`src/rtl/fb_display_unit.sv`:
```
// fb_display_unit: 800x600@72 VGA scan-out of the 200x150 12-bit framebuffer, each pixel shown 4x4.
// Define FB_CURSOR_EN to overlay an inverting crosshair at the paint cursor.
module fb_display_unit #(
   parameter int H_VIS  = 800,
   parameter int H_FP   = 56,
   parameter int H_SW   = 120,
   parameter int H_BP   = 64,
   parameter int V_VIS  = 600,
   parameter int V_FP   = 37,
   parameter int V_SW   = 6,
   parameter int V_BP   = 23,
   parameter int FB_W   = 200,
   parameter int RD_LAT = 1
) (
   input  logic        clk,
   input  logic        rst,
   input  logic [14:0] cursor,
   output logic [14:0] raddr,
   input  logic [11:0] rdata,
   output logic        hs,
   output logic        vs,
   output logic        de,
   output logic [11:0] rgb
);
   localparam int H_TOT = H_VIS + H_FP + H_SW + H_BP;
   localparam int V_TOT = V_VIS + V_FP + V_SW + V_BP;
   localparam logic [10:0] H_LAST  = 11'(H_TOT - 1);
   localparam logic [10:0] H_VIS_C = 11'(H_VIS);
   localparam logic [10:0] HS_BEG  = 11'(H_VIS + H_FP);
   localparam logic [10:0] HS_END  = 11'(H_VIS + H_FP + H_SW - 1);
   localparam logic [9:0]  V_LAST  = 10'(V_TOT - 1);
   localparam logic [9:0]  V_VIS_C = 10'(V_VIS);
   localparam logic [9:0]  VS_BEG  = 10'(V_VIS + V_FP);
   localparam logic [9:0]  VS_END  = 10'(V_VIS + V_FP + V_SW - 1);
   localparam logic [14:0] ROW_STEP = 15'(FB_W);

   logic [10:0]     hcnt_q, hcnt_d;
   logic [9:0]      vcnt_q, vcnt_d;
   logic [14:0]     row_base_q, row_base_d, raddr_q, raddr_d;
   logic [RD_LAT:0] hs_p_q, hs_p_d, vs_p_q, vs_p_d, de_p_q, de_p_d;
   logic            vis, line_end;

   // row_base tracks (vcnt>>2)*FB_W incrementally so no multiplier is needed
   always_comb begin
      line_end   = hcnt_q == H_LAST;
      vis        = hcnt_q < H_VIS_C && vcnt_q < V_VIS_C;
      hcnt_d     = line_end ? '0 : hcnt_q + 11'd1;
      vcnt_d     = !line_end ? vcnt_q : vcnt_q == V_LAST ? '0 : vcnt_q + 10'd1;
      row_base_d = !line_end ? row_base_q : vcnt_q == V_LAST ? '0 :
                   &vcnt_q[1:0] ? row_base_q + ROW_STEP : row_base_q;
      raddr_d    = vis ? row_base_q + {6'd0, hcnt_q[10:2]} : '0;
      hs_p_d     = {hs_p_q[RD_LAT-1:0], hcnt_q >= HS_BEG && hcnt_q <= HS_END};
      vs_p_d     = {vs_p_q[RD_LAT-1:0], vcnt_q >= VS_BEG && vcnt_q <= VS_END};
      de_p_d     = {de_p_q[RD_LAT-1:0], vis};
   end

   always_ff @(posedge clk) begin
      if (rst) begin
         hcnt_q     <= '0;
         vcnt_q     <= '0;
         row_base_q <= '0;
         raddr_q    <= '0;
         hs_p_q     <= '0;
         vs_p_q     <= '0;
         de_p_q     <= '0;
      end else begin
         hcnt_q     <= hcnt_d;
         vcnt_q     <= vcnt_d;
         row_base_q <= row_base_d;
         raddr_q    <= raddr_d;
         hs_p_q     <= hs_p_d;
         vs_p_q     <= vs_p_d;
         de_p_q     <= de_p_d;
      end
   end

   assign raddr = raddr_q;
   assign hs    = hs_p_q[RD_LAT];
   assign vs    = vs_p_q[RD_LAT];
   assign de    = de_p_q[RD_LAT];

`ifdef FB_CURSOR_EN
   localparam int FB_H = 150;
   localparam logic [14:0] ADDR_MAX = 15'(FB_W * FB_H - 1);

   typedef enum logic {DEC_IDLE, DEC_RUN} dec_t;
   dec_t            dec_q, dec_d;
   logic [14:0]     cin_q, cin_d, tgt_q, tgt_d, rem_q, rem_d;
   logic [7:0]      row_q, row_d, dcol_q, dcol_d, drow_q, drow_d;
   logic [7:0]      ccol_q, ccol_d, crow_q, crow_d;
   logic [9:0]      fcol, frow, ccol_x, crow_x;
   logic            on_col, on_row;
   logic [RD_LAT:0] cur_p_q, cur_p_d;

   // Divide-by-subtraction: restarts whenever the registered cursor differs from the one in flight
   always_comb begin
      cin_d  = cursor > ADDR_MAX ? ADDR_MAX : cursor;
      tgt_d  = tgt_q;
      rem_d  = rem_q;
      row_d  = row_q;
      dcol_d = dcol_q;
      drow_d = drow_q;
      dec_d  = dec_q;
      if (cin_q != tgt_q) begin
         tgt_d = cin_q;
         rem_d = cin_q;
         row_d = '0;
         dec_d = DEC_RUN;
      end else if (dec_q == DEC_RUN) begin
         if (rem_q >= ROW_STEP) begin
            rem_d = rem_q - ROW_STEP;
            row_d = row_q + 8'd1;
         end else begin
            dcol_d = rem_q[7:0];
            drow_d = row_q;
            dec_d  = DEC_IDLE;
         end
      end
      ccol_d  = hcnt_d == '0 && vcnt_d == '0 ? dcol_q : ccol_q;
      crow_d  = hcnt_d == '0 && vcnt_d == '0 ? drow_q : crow_q;
      fcol    = {1'b0, hcnt_q[10:2]};
      frow    = {2'b0, vcnt_q[9:2]};
      ccol_x  = {2'b0, ccol_q};
      crow_x  = {2'b0, crow_q};
      on_col  = fcol == ccol_x && frow + 10'd3 >= crow_x && frow <= crow_x + 10'd3;
      on_row  = frow == crow_x && fcol + 10'd3 >= ccol_x && fcol <= ccol_x + 10'd3;
      cur_p_d = {cur_p_q[RD_LAT-1:0], vis && (on_col || on_row)};
   end

   always_ff @(posedge clk) begin
      if (rst) begin
         dec_q   <= DEC_IDLE;
         cin_q   <= '0;
         tgt_q   <= '0;
         rem_q   <= '0;
         row_q   <= '0;
         dcol_q  <= '0;
         drow_q  <= '0;
         ccol_q  <= '0;
         crow_q  <= '0;
         cur_p_q <= '0;
      end else begin
         dec_q   <= dec_d;
         cin_q   <= cin_d;
         tgt_q   <= tgt_d;
         rem_q   <= rem_d;
         row_q   <= row_d;
         dcol_q  <= dcol_d;
         drow_q  <= drow_d;
         ccol_q  <= ccol_d;
         crow_q  <= crow_d;
         cur_p_q <= cur_p_d;
      end
   end

   assign rgb = de ? (cur_p_q[RD_LAT] ? ~rdata : rdata) : '0;
`else
   logic unused_cursor;
   assign unused_cursor = ^cursor;
   assign rgb = de ? rdata : '0;
`endif
endmodule

```
`config.mk`:
```
export PLATFORM = sky130hd
export DESIGN_NAME = fb_display_unit
export DESIGN_NICKNAME = d
export VERILOG_FILES = /design/src/rtl/fb_display_unit.sv
export SDC_FILE = /design/constraint.sdc
export NUM_CORES = 1
export LEC_CHECK = 0
export CAP_MARGIN = 40
export CORE_MARGIN = 2
export CORE_UTILIZATION = 46
export DETAILED_ROUTE_END_ITERATION = 7
export GPL_TIMING_DRIVEN = 0
export PLACE_DENSITY_LB_ADDON = 0.05
export SKIP_CTS_REPAIR_TIMING = 1
export SLEW_MARGIN = 40
export SYNTH_ARGS = -nofsm -noshare
export SYNTH_HDL_FRONTEND = slang
export SYNTH_SLANG_ARGS = --single-unit
```
`constraint.sdc`:
```
create_clock -name clk -period 2.05 [get_ports clk]
set_clock_uncertainty 0.05 [all_clocks]
set_input_delay 0.41 -clock clk [delete_from_list [all_inputs] [get_ports clk]]
set_output_delay 0.41 -clock clk [all_outputs]
set_load 0.05 [all_outputs]
```
# After elaboration in Yosys (flattened, before gate mapping)
# Cells that the tools add are included.
totals:
  register_bits: 57
  latch_bits: 0
  ram_bits: 0
  rom_bits: 0
  in_bits: 29
  output_inout_bits: 30
  elab_cells: 32
  n_memories: 0
classes:
  addsub: 4
  n_mul: 0
  div_mod_pow: 0
  n_lt_le_gt_ge: 6
  n_eq_ne: 2
  n_shift: 0
  n_mux: 4
  n_bitwise: 1
  reduce_logical: 8
op_table:
  columns: ["cell", "n"]
  rows:
  - ["two-way mux 15 bit", 2]
  - ["adder 15 x 8 -> 15 bit, second input constant", 1]
  - ["adder 15 x 9 -> 15 bit", 1]
  - ["two-way mux 12 bit", 1]
  - ["adder 11 x 1 -> 11 bit, second input constant", 1]
  - ["== test 11 bit, second input constant", 1]
  - ["greater-or-equal comparator 11 x 10 -> 1 bit, second input constant", 1]
  - ["<= comparator 11 x 10 -> 1 bit, second input constant", 1]
  - ["less-than comparator 11 x 10 -> 1 bit, second input constant", 1]
  - ["adder 10 x 1 -> 10 bit, second input constant", 1]
  - ["== test 10 bit, second input constant", 1]
  - ["greater-or-equal comparator 10 bit, second input constant", 1]
  - ["<= comparator 10 bit, second input constant", 1]
  - ["less-than comparator 10 bit, second input constant", 1]
  - ["two-way mux 10 bit", 1]
  - ["AND reduction 2 bit", 2]
  - ["OR reduction 2 bit", 2]
  - ["logical AND 1 bit", 3]
  - ["nonzero test 2 bit", 1]
  - ["inverter 1 bit", 1]

# Logic depth before layout (Yosys ltp)
# Gate-level depths: netlist of run 1.
depth:
  word_depth: 4
  mapped_depth: 7
  mapped_depth_nobuf: 6

# Least setup slack after synthesis of run 1
# Ideal clock, no wire load.
synth_timing:
  path_type: "flip-flop to flip-flop"
  startpoint: "reg hcnt_q[4]"
  endpoint: "reg row_base_q[12]"
  setup_ps: 72
  arrival_ps: 2054
  t_required_ps: 1928
  setup_slack_ps: -126
  stages_incl_launch_ff: 7
  path_buffers: 2
  synth_period_minus_slack_ps: 2176
  path_cell_list: "dfxtp_1 > or4b_4 > or3_4 > buf_6 > buf_6 > nor4_1 > mux2i_1"
synth_between:
  elab_chain_len: 2
synth_rtl:
  columns: ["item", "line", "source"]
  rows:
  - ["from (decl)", "37", "logic [10:0] hcnt_q, hcnt_d;"]
  - ["from (signal assigned)", "67", "hcnt_q <= hcnt_d;"]
  - ["== test 11 bit", "45", "line_end = hcnt_q == H_LAST;"]
  - ["AND reduction 2 bit (no source line)", null, null]
  - ["to (signal assigned)", "69", "row_base_q <= row_base_d;"]
  - ["to (decl)", "39", "logic [14:0] row_base_q, row_base_d, raddr_q, raddr_d;"]
# Every way passes these cells.
# A chain may end at the register's enable or synchronous reset.

# Worst setup path after layout of run 1
layout_timing:
  startpoint: "reg hcnt_q[8]"
  endpoint: "reg row_base_q[6]"
# The elaborated chain is that of the path after synthesis.

==> impl_metrics.tcl, run 1 <==
set metrics [dict create \
    min_path_type "reg -> reg" \
    gp_congestion 0.8545 \
    maxCapViolations 0 \
    relSlewSlack_pct 57.12 \
    synth_cell_types 44 \
    root_buffer "clkbuf_8" \
    nNetsFinal 420 \
    cts_buffer_depth 2 \
    cts.reportedPaths.clkPinSlew_ns 0.10 \
    netlist.top_cell.by_area "dfxtp_1" \
    vias 2481 \
    critPathMaxStageDelay_ns 0.57 \
    status "finished with violations" \
    core_area_sq_um 5608 \
    die_x_microns 80.79 \
    diodes 0 \
    end_kind "flip-flop" \
    finalWorstSetupSlack_ns -0.1942 \
    finalHoldViolCount 0 \
    synthTopCellsByArea "dfxtp_1 (40%), ha_1 (5.5%), nor2_1 (4.4%), xnor2_1 (4.2%), or4_1 (3.9%)" \
    synth-edff-count 0 \
    cp.arrival_ns 2.44 \
    worst-path-max-fanout 5 \
    fmaxAchievable_mhz 445.6 \
    criticalPathCategory "reg -> reg" \
    slew_violations 0 \
    power.density_nw_per_um2 490.3 \
    crit_required_ns 2.25 \
    cts_buffers 5 \
    min_period_ns 2.244 \
    synthFlopType "dfxtp_1" \
    syn2layout_area_growth_pct 34.55 \
    failed_checks "negative setup slack" \
    io_buffers 43 \
    leakage_uw 0.001429 \
    cp_slowest_cell "or4b_4" \
    ys_seq_area_share_pct 39.85 \
    async_flop_share_pct 0 \
    ioPinCount 59 \
    start_util_pct 48.37 \
    hpwl_mm 4.308 \
    grt_pass1_vias 2060 \
    gr-total-overflow 0 \
    grt_max_degree 18 \
    routed_wl_mm 6.750 \
    vias_per_cell 5.489 \
    drtAntennaViolNets 0 \
    synth_seq_cells 54 \
    syn_area_per_cell_sq_um 8.611 \
    worstSkewPairLatency_ns 0.31 \
    dr.pass1.iters 4 \
    yosys_warnings 0 \
    cts_sinks 54 \
    finalPower_uw 1789 \
    cts_tree "built" \
    antenna_found_initial 0 \
    utilization_pct 65.08 \
    synth_area_sq_um 2713 \
    syn_nets 356 \
    die_area_sq_um 6527 \
    htreeDepth 2 \
    grt_pass1_wl_mm 9.625 \
    start_kind "flip-flop" \
    drtIter0Drc 96 \
    route.detailed.wl_per_inst_microns 14.93 \
    drive_gt1_share_pct 22.37 \
    rsz0062_at_grt "yes" \
    finalSetupViolCount 20 \
    drc 0 \
    fp.dieH_microns 80.79 \
    grt_usage_pct 18.84 \
    crit_chain "or4b_4 > or3_4 > buf_8 > or4_4 > a21oi_2" \
    worstMarginPinSlew_ns 0.6398 \
    post-route-period-util_pct 109.5 \
    peakVddDrop_mv 0.4258 \
    rows 27 \
    syn_inst 315 \
    synth_top_area_share_pct 39.85 \
]
==> metal layers <==
layer  wire length, microns  GRT usage, %  vias up
li1                       -             -     1259
met3                    351         4.222        9
met5                      0             0        -
met4                     68         4.237        0
met1                   3046         24.29     1147
met2                   3285         32.33       66
==> placed cells by master (no fill, tap or decap), types with 11 or more instances in the layout <==
master / count
ha_1: 11
and2_1: 12
nor2_1: 32
nand2_1: 12
buf_4: 13
clkdlybuf4s50_1: 31
dfxtp_1: 46
nand3_1: 14
inv_1: 12
a21oi_1: 13
o21ai_0: 12
clkbuf_2: 12
xnor2_1: 13
==> final cells by class <==
class,instances,area [sq um]
multi-input combinational,234,1699
sequential,54,1099
tap,72,90.09
inverter,12,45.04
timing repair buffer,58,516.7
clock buffer,5,68.82
fill,498,1958
clock inverter,3,21.27
buffer,14,110.1
==> Yosys cell counts (all sizes together) (3+ instances only) <==
cell	n
a21o	3
a21oi	20
and2	12
and3	5
buf	6
clkbuf	10
dfxtp	54
ha	12
inv	12
mux2i	7
nand2	12
nand3	15
nand4	3
nor2	32
nor2b	8
nor3	8
nor4	7
o21ai	18
o21bai	3
o31ai	11
or3	7
or4	14
xnor2	13
xor2	4
==> power breakdown <==
part	switching, uW	internal (uW)	leakage, uW
registers	6.27	1050	0.000441
clock network	350	241	0.0000441
logic	84.3	56.3	0.000944
==> registers in the layout, summed over array words and instances, names as in the netlist <==
name / count
raddr: 15
row_base_q: 12
hcnt_q: 11
vcnt_q: 10
de_p_q: 2
hs_p_q: 2
vs_p_q: 2
==> per-stage QoR <==
stage | TNS (ns) | hold slack, ns | setup WS (ns) | instances | cell area (sq um)
5_1_grt | -3.892 | 0.4174 | -0.2344 | 452 | 3650
2_1_floorplan | -0.2529 | 0.3638 | -0.06185 | 315 | 2761
6_report | -2.826 | 0.4005 | -0.1942 | 452 | 3650
3_3_place_gp | -8.640 | 0.3743 | -0.2614 | 430 | 3282
3_5_place_dp | -8.782 | 0.3808 | -0.2900 | 430 | 3282
4_1_cts | -10.23 | 0.4046 | -0.3802 | 438 | 3372
==> worst max-delay path: cells and delay by family (launching register included) <==
kind / cells / cell delay [ns]
flops: 1 / 0.37
compound gates: 1 / 0.14
simple gates: 3 / 1.49
buf+inv: 1 / 0.15
==> logic make-up (layout without fill, tap and decap cells) <==
kind of cell / after synthesis / after routing / synth area share [%]
simple gates: 134 / 134 / 27.68
fa+ha+maj: 12 / 12 / 5.535
compound gates: 63 / 64 / 14.34
buf+inv: 28 / 92 / 4.520
xor+xnor: 17 / 17 / 5.489
mux: 7 / 7 / 2.583
flops: 54 / 54 / 39.85
==> path summary, 6_finish.rpt <==
check,cells past startpoint,endpoint,slack (ns),startpoint
min,1,de_p_q[1],0.40,de_p_q[0]
min reg2reg,1,de_p_q[1],0.40,de_p_q[0]
max,5,row_base_q[6],-0.19,hcnt_q[8]
max reg2reg,5,row_base_q[6],-0.19,hcnt_q[8]
Note: power is estimated with default switching activity, not from simulation.
==> run 2: changes to the inputs <==
--- a/config.mk
+++ b/config.mk
@@ -7,7 +7,7 @@
 export LEC_CHECK = 0
 export CAP_MARGIN = 40
 export CORE_MARGIN = 2
-export CORE_UTILIZATION = 46
+export CORE_UTILIZATION = 29
 export DETAILED_ROUTE_END_ITERATION = 7
 export GPL_TIMING_DRIVEN = 0
 export PLACE_DENSITY_LB_ADDON = 0.05
==> impl_metrics.tcl, run 2 (synthesized netlist as in run 1, its figures left out) <==
set metrics [dict create \
    rsz0062_at_grt "yes" \
    crit_chain "or4b_4 > or4_4 > buf_6 > or4_4 > a21oi_2" \
    crit_family "simple AND/OR/NAND/NOR gates" \
    stdcell_count 488 \
    gr-total-overflow 0 \
    worstMarginPinSlew_ns 0.6284 \
    maxCapViolations 0 \
    min_path_type "reg -> reg" \
    min_period_ns 2.213 \
    dr.pass1.iters 4 \
    finalPower_uw 1937 \
    cts_sinks 54 \
    antenna_found_initial 0 \
    fp.dieH_microns 100.7 \
    vias 2390 \
    grt_max_degree 18 \
    finalWorstSetupSlack_ns -0.1634 \
    gp_congestion 0.7799 \
    nNetsFinal 417 \
    fmaxAchievable_mhz 451.8 \
    hpwl_mm 4.715 \
    worst-path-buf-inv 1 \
    end_kind "flip-flop" \
    leakage_uw 0.001362 \
    grt_pass1_wl_mm 10.56 \
    core_area_sq_um 9153 \
    drtIter0Drc 52 \
    status "finished with violations" \
    power.density_nw_per_um2 529.3 \
    die_area_sq_um 10140 \
    die_x_microns 100.7 \
    root_buffer "clkbuf_8" \
    diodes 0 \
    critPathMaxStageDelay_ns 0.57 \
    worst-path-max-fanout 6 \
    final_cell_area_sq_um 3659 \
    holdWs_ns 0.3975 \
    drtAntennaViolNets 0 \
    crit_required_ns 2.25 \
    routed_wl_mm 6.852 \
    peakVddDrop_mv 0.2631 \
    crit_top_cell "or4_4" \
    ioPinCount 59 \
    cp.arrival_ns 2.41 \
    dp_cells 469 \
    criticalPathCategory "reg -> reg" \
    grt_usage_pct 13.20 \
    slew_violations 0 \
    worstSkewPairLatency_ns 0.31 \
    finalHoldViolCount 0 \
    cts_buffers 5 \
    route.detailed.wl_per_inst_microns 14.04 \
    grt_pass1_vias 2041 \
    rows 35 \
    io_buffers 43 \
    cts_buffer_depth 2 \
    drive_gt1_share_pct 20.69 \
    finalSetupViolCount 30 \
    cts_tree "built" \
    placed_area_sq_um 3336 \
    start_util_pct 29.64 \
    syn2layout_area_growth_pct 34.87 \
    largest_register_ff_count 15 \
    failed_checks "negative setup slack" \
    htreeDepth 2 \
    start_kind "flip-flop" \
    relSlewSlack_pct 57.88 \
    final_cell_mix "dfxtp_1 (47), nor2_1 (32), clkdlybuf4s50_1 (31)" \
    fill_cells 956 \
    cts.reportedPaths.clkPinSlew_ns 0.10 \
    final_common_cell "dfxtp_1" \
    drc 0 \
    post-route-period-util_pct 108.0 \
    vias_per_cell 4.898 \
    cp_slowest_cell "or4b_4" \
]
-- run 2: metal layers --
metal / share of wire (%) / global-route usage [%] / vias up / wire (microns)
met1: 50 / 18.46 / 1106 / 3408
met4: 0.80 / 3.161 / 0 / 55
met2: 47 / 20.77 / 29 / 3208
met3: 2.6 / 2.774 / 4 / 179
met5: 0 / 0 / - / 0
li1: - / - / 1251 / -
-- run 2: final cells by class --
cell class	instances	area, sq um	share of cell area, %
Buffer	14	96.34	2.633
Multi-Input combinational cell	234	1690	46.20
Timing Repair Buffer	55	479.2	13.10
Tap cell	111	138.9	3.796
Sequential cell	54	1095	29.92
Inverter	12	45.04	1.231
Clock inverter	3	45.04	1.231
Clock buffer	5	68.82	1.881
-- run 2: path summary, 6_finish.rpt --
path,startpoint,to,slack [ns],cells past startpoint
min reg2reg,vs_p_q[0],vs_p_q[1],0.40,1
max,hcnt_q[8],vcnt_q[6],-0.16,5
max reg2reg,hcnt_q[8],vcnt_q[6],-0.16,5
min,vs_p_q[0],vs_p_q[1],0.40,1
-- run 2: stage by stage --
| stage | utilization [%] | setup WS, ns | setup TNS, ns |
|---|---|---|---|
| after floorplan | - | -0.06185 | -0.2529 |
| after global placement | 36.39 | -0.3307 | -11.04 |
| after detailed placement | 36.45 | -0.3229 | -10.64 |
| after CTS | 37.69 | -0.3731 | -11.59 |
| after global routing | 39.97 | -0.2173 | -4.124 |
| final | 39.97 | -0.1634 | -1.809 |
-- run 2: power breakdown --
| group | switching (uW) | internal [uW] | total (uW) | leakage, uW |
|---|---|---|---|---|
| combinational | 84.8 | 56.4 | 141 | 0.000871 |
| clock | 372 | 364 | 736 | 0.0000504 |
| sequential | 6.26 | 1050 | 1060 | 0.000440 |
| total | 463 | 1470 | 1940 | 0.00136 |
==> run 3: changes to the inputs <==
--- a/config.mk
+++ b/config.mk
@@ -5,14 +5,15 @@
 export SDC_FILE = /design/constraint.sdc
 export NUM_CORES = 1
 export LEC_CHECK = 0
-export CAP_MARGIN = 40
+export CAP_MARGIN = 30
 export CORE_MARGIN = 2
 export CORE_UTILIZATION = 29
 export DETAILED_ROUTE_END_ITERATION = 7
+export DONT_BUFFER_PORTS = 1
 export GPL_TIMING_DRIVEN = 0
 export PLACE_DENSITY_LB_ADDON = 0.05
 export SKIP_CTS_REPAIR_TIMING = 1
-export SLEW_MARGIN = 40
+export SLEW_MARGIN = 0
 export SYNTH_ARGS = -nofsm -noshare
 export SYNTH_HDL_FRONTEND = slang
 export SYNTH_SLANG_ARGS = --single-unit
==> impl_metrics.tcl, run 3 (synthesized netlist as in run 1, its figures left out) <==
set metrics [dict create \
    status "finished with violations" \
    failed_checks "negative setup slack" \
    final_common_cell "dfxtp_1" \
    place_worst_setup_slack_ns -0.3922 \
    cp_slowest_cell "or4b_4" \
    grt_usage_pct 13.23 \
    post-route-period-util_pct 108.0 \
    core_area_sq_um 9153 \
    maxCapViolations 0 \
    io_buffers 0 \
    gr-max-usage-layer "met2" \
    die_x_microns 100.7 \
    diodes 0 \
    cts_buffer_depth 2 \
    ioPinCount 59 \
    drtAntennaViolNets 0 \
    min_period_ns 2.215 \
    gp_congestion 0.7480 \
    holdWs_ns 0.2658 \
    syn2layout_area_growth_pct 22.28 \
    final_cell_mix "dfxtp_1 (45), nor2_1 (32), a21oi_1 (17)" \
    drtIter0Drc 62 \
    drive_gt1_share_pct 22.39 \
    slew_violations 0 \
    leakage_uw 0.001242 \
    cts_sinks 54 \
    dr.pass1.iters 4 \
    root_buffer "clkbuf_8" \
    rows 35 \
    nNetsFinal 375 \
    start_util_pct 29.64 \
    met2_usage_pct 19.74 \
    cts.reportedPaths.clkPinSlew_ns 0.10 \
    grt_pass1_vias 1961 \
    die_area_sq_um 10140 \
    fmaxAchievable_mhz 451.5 \
    route.detailed.wl_per_inst_microns 15.57 \
    vias 2230 \
    end_kind "flip-flop" \
    grt_pass1_wl_mm 10.53 \
    finalPower_uw 1787 \
    placed_area_sq_um 2900 \
    routed_wl_mm 6.942 \
    cts_buffers 5 \
    finalSetupViolCount 19 \
    peakVddDrop_mv 0.2991 \
    finalHoldViolCount 0 \
    crit_required_ns 2.25 \
    criticalPathCategory "reg -> reg" \
    min_path_type "in -> reg" \
    final_cell_area_sq_um 3317 \
    gr-total-overflow 0 \
    finalSetupTns_ns -1.636 \
    start_kind "flip-flop" \
    worstSkewPairLatency_ns 0.31 \
    grt_max_degree 17 \
    hpwl_mm 4.628 \
    antenna_found_initial 0 \
    critPathMaxStageDelay_ns 0.57 \
    grt_use_met1_pct 19.19 \
    gr-usage-met3_pct 2.566 \
    crit_chain "or4b_4 > or4_4 > buf_6 > or4_4 > a21oi_2" \
    power.density_nw_per_um2 538.6 \
    drc 0 \
    cp.arrival_ns 2.41 \
    cts_tree "built" \
    rsz0062_at_grt "yes" \
    largest_register_ff_count 15 \
    worst-path-max-fanout 5 \
    relSlewSlack_pct 23.57 \
    vias_per_cell 5.000 \
    finalWorstSetupSlack_ns -0.1649 \
    crit_top_cell "or4_4" \
    worstMarginPinSlew_ns 1.138 \
    fp.dieH_microns 100.7 \
    htreeDepth 2 \
]
run 3: cell count changes in the layout (fill, tap and decap cells not counted), moves of 3 or more:
cell,delta
clkdlybuf4s50_1,-31
clkbuf_2,-10
buf_6,-4
o21ai_0,-3
clkbuf_16,+3
and2_2,+10
and2_1,-10
run 3: path summary, 6_finish.rpt:
path	from	end	slack, ns	cells after the start
hold / removal	rst	hs_p_q[0]	0.27	2
hold reg to reg	vs_p_q[0]	vs_p_q[1]	0.39	1
setup reg to reg	hcnt_q[8]	vcnt_q[8]	-0.16	5
setup / recovery	hcnt_q[8]	vcnt_q[8]	-0.16	5
run 3: metrics by stage:
stage	utilization (%)	instances
final	36.24	446
after detailed placement	31.69	426
after CTS	32.63	434
after floorplan	-	315
after global placement	31.69	426
after global routing	36.24	446
run 3: per-layer routing:
metal	routed length, microns	up-vias
met3	161	4
met2	3211	25
met4	70	0
met5	0	-
met1	3499	1037
li1	-	1164
run 3: cell type report:
class,count,area [sq um]
clock buffer,6,72.57
buffer,14,111.4
inverter,12,45.04
multi-input combinational,234,1684
tap,111,138.9
sequential,54,1097
clock inverter,2,13.76
timing repair buffer,13,153.9
fill,963,5836
run 3: power by group:
group          total (uW)  switching (uW)  internal, uW
Clock                 614             371           243
Combinational         106            74.4          31.6
Sequential           1070            12.6          1050
Total                1790             459          1330
run 3: worst max-delay path: cells and delay by family, from the launching register on:
family                 cells  cell delay (ns)
AOI/OAI and AO/OA          1             0.11
buffers and inverters      1             0.14
DFF                        1             0.37
and+or+nand+nor            3             1.48
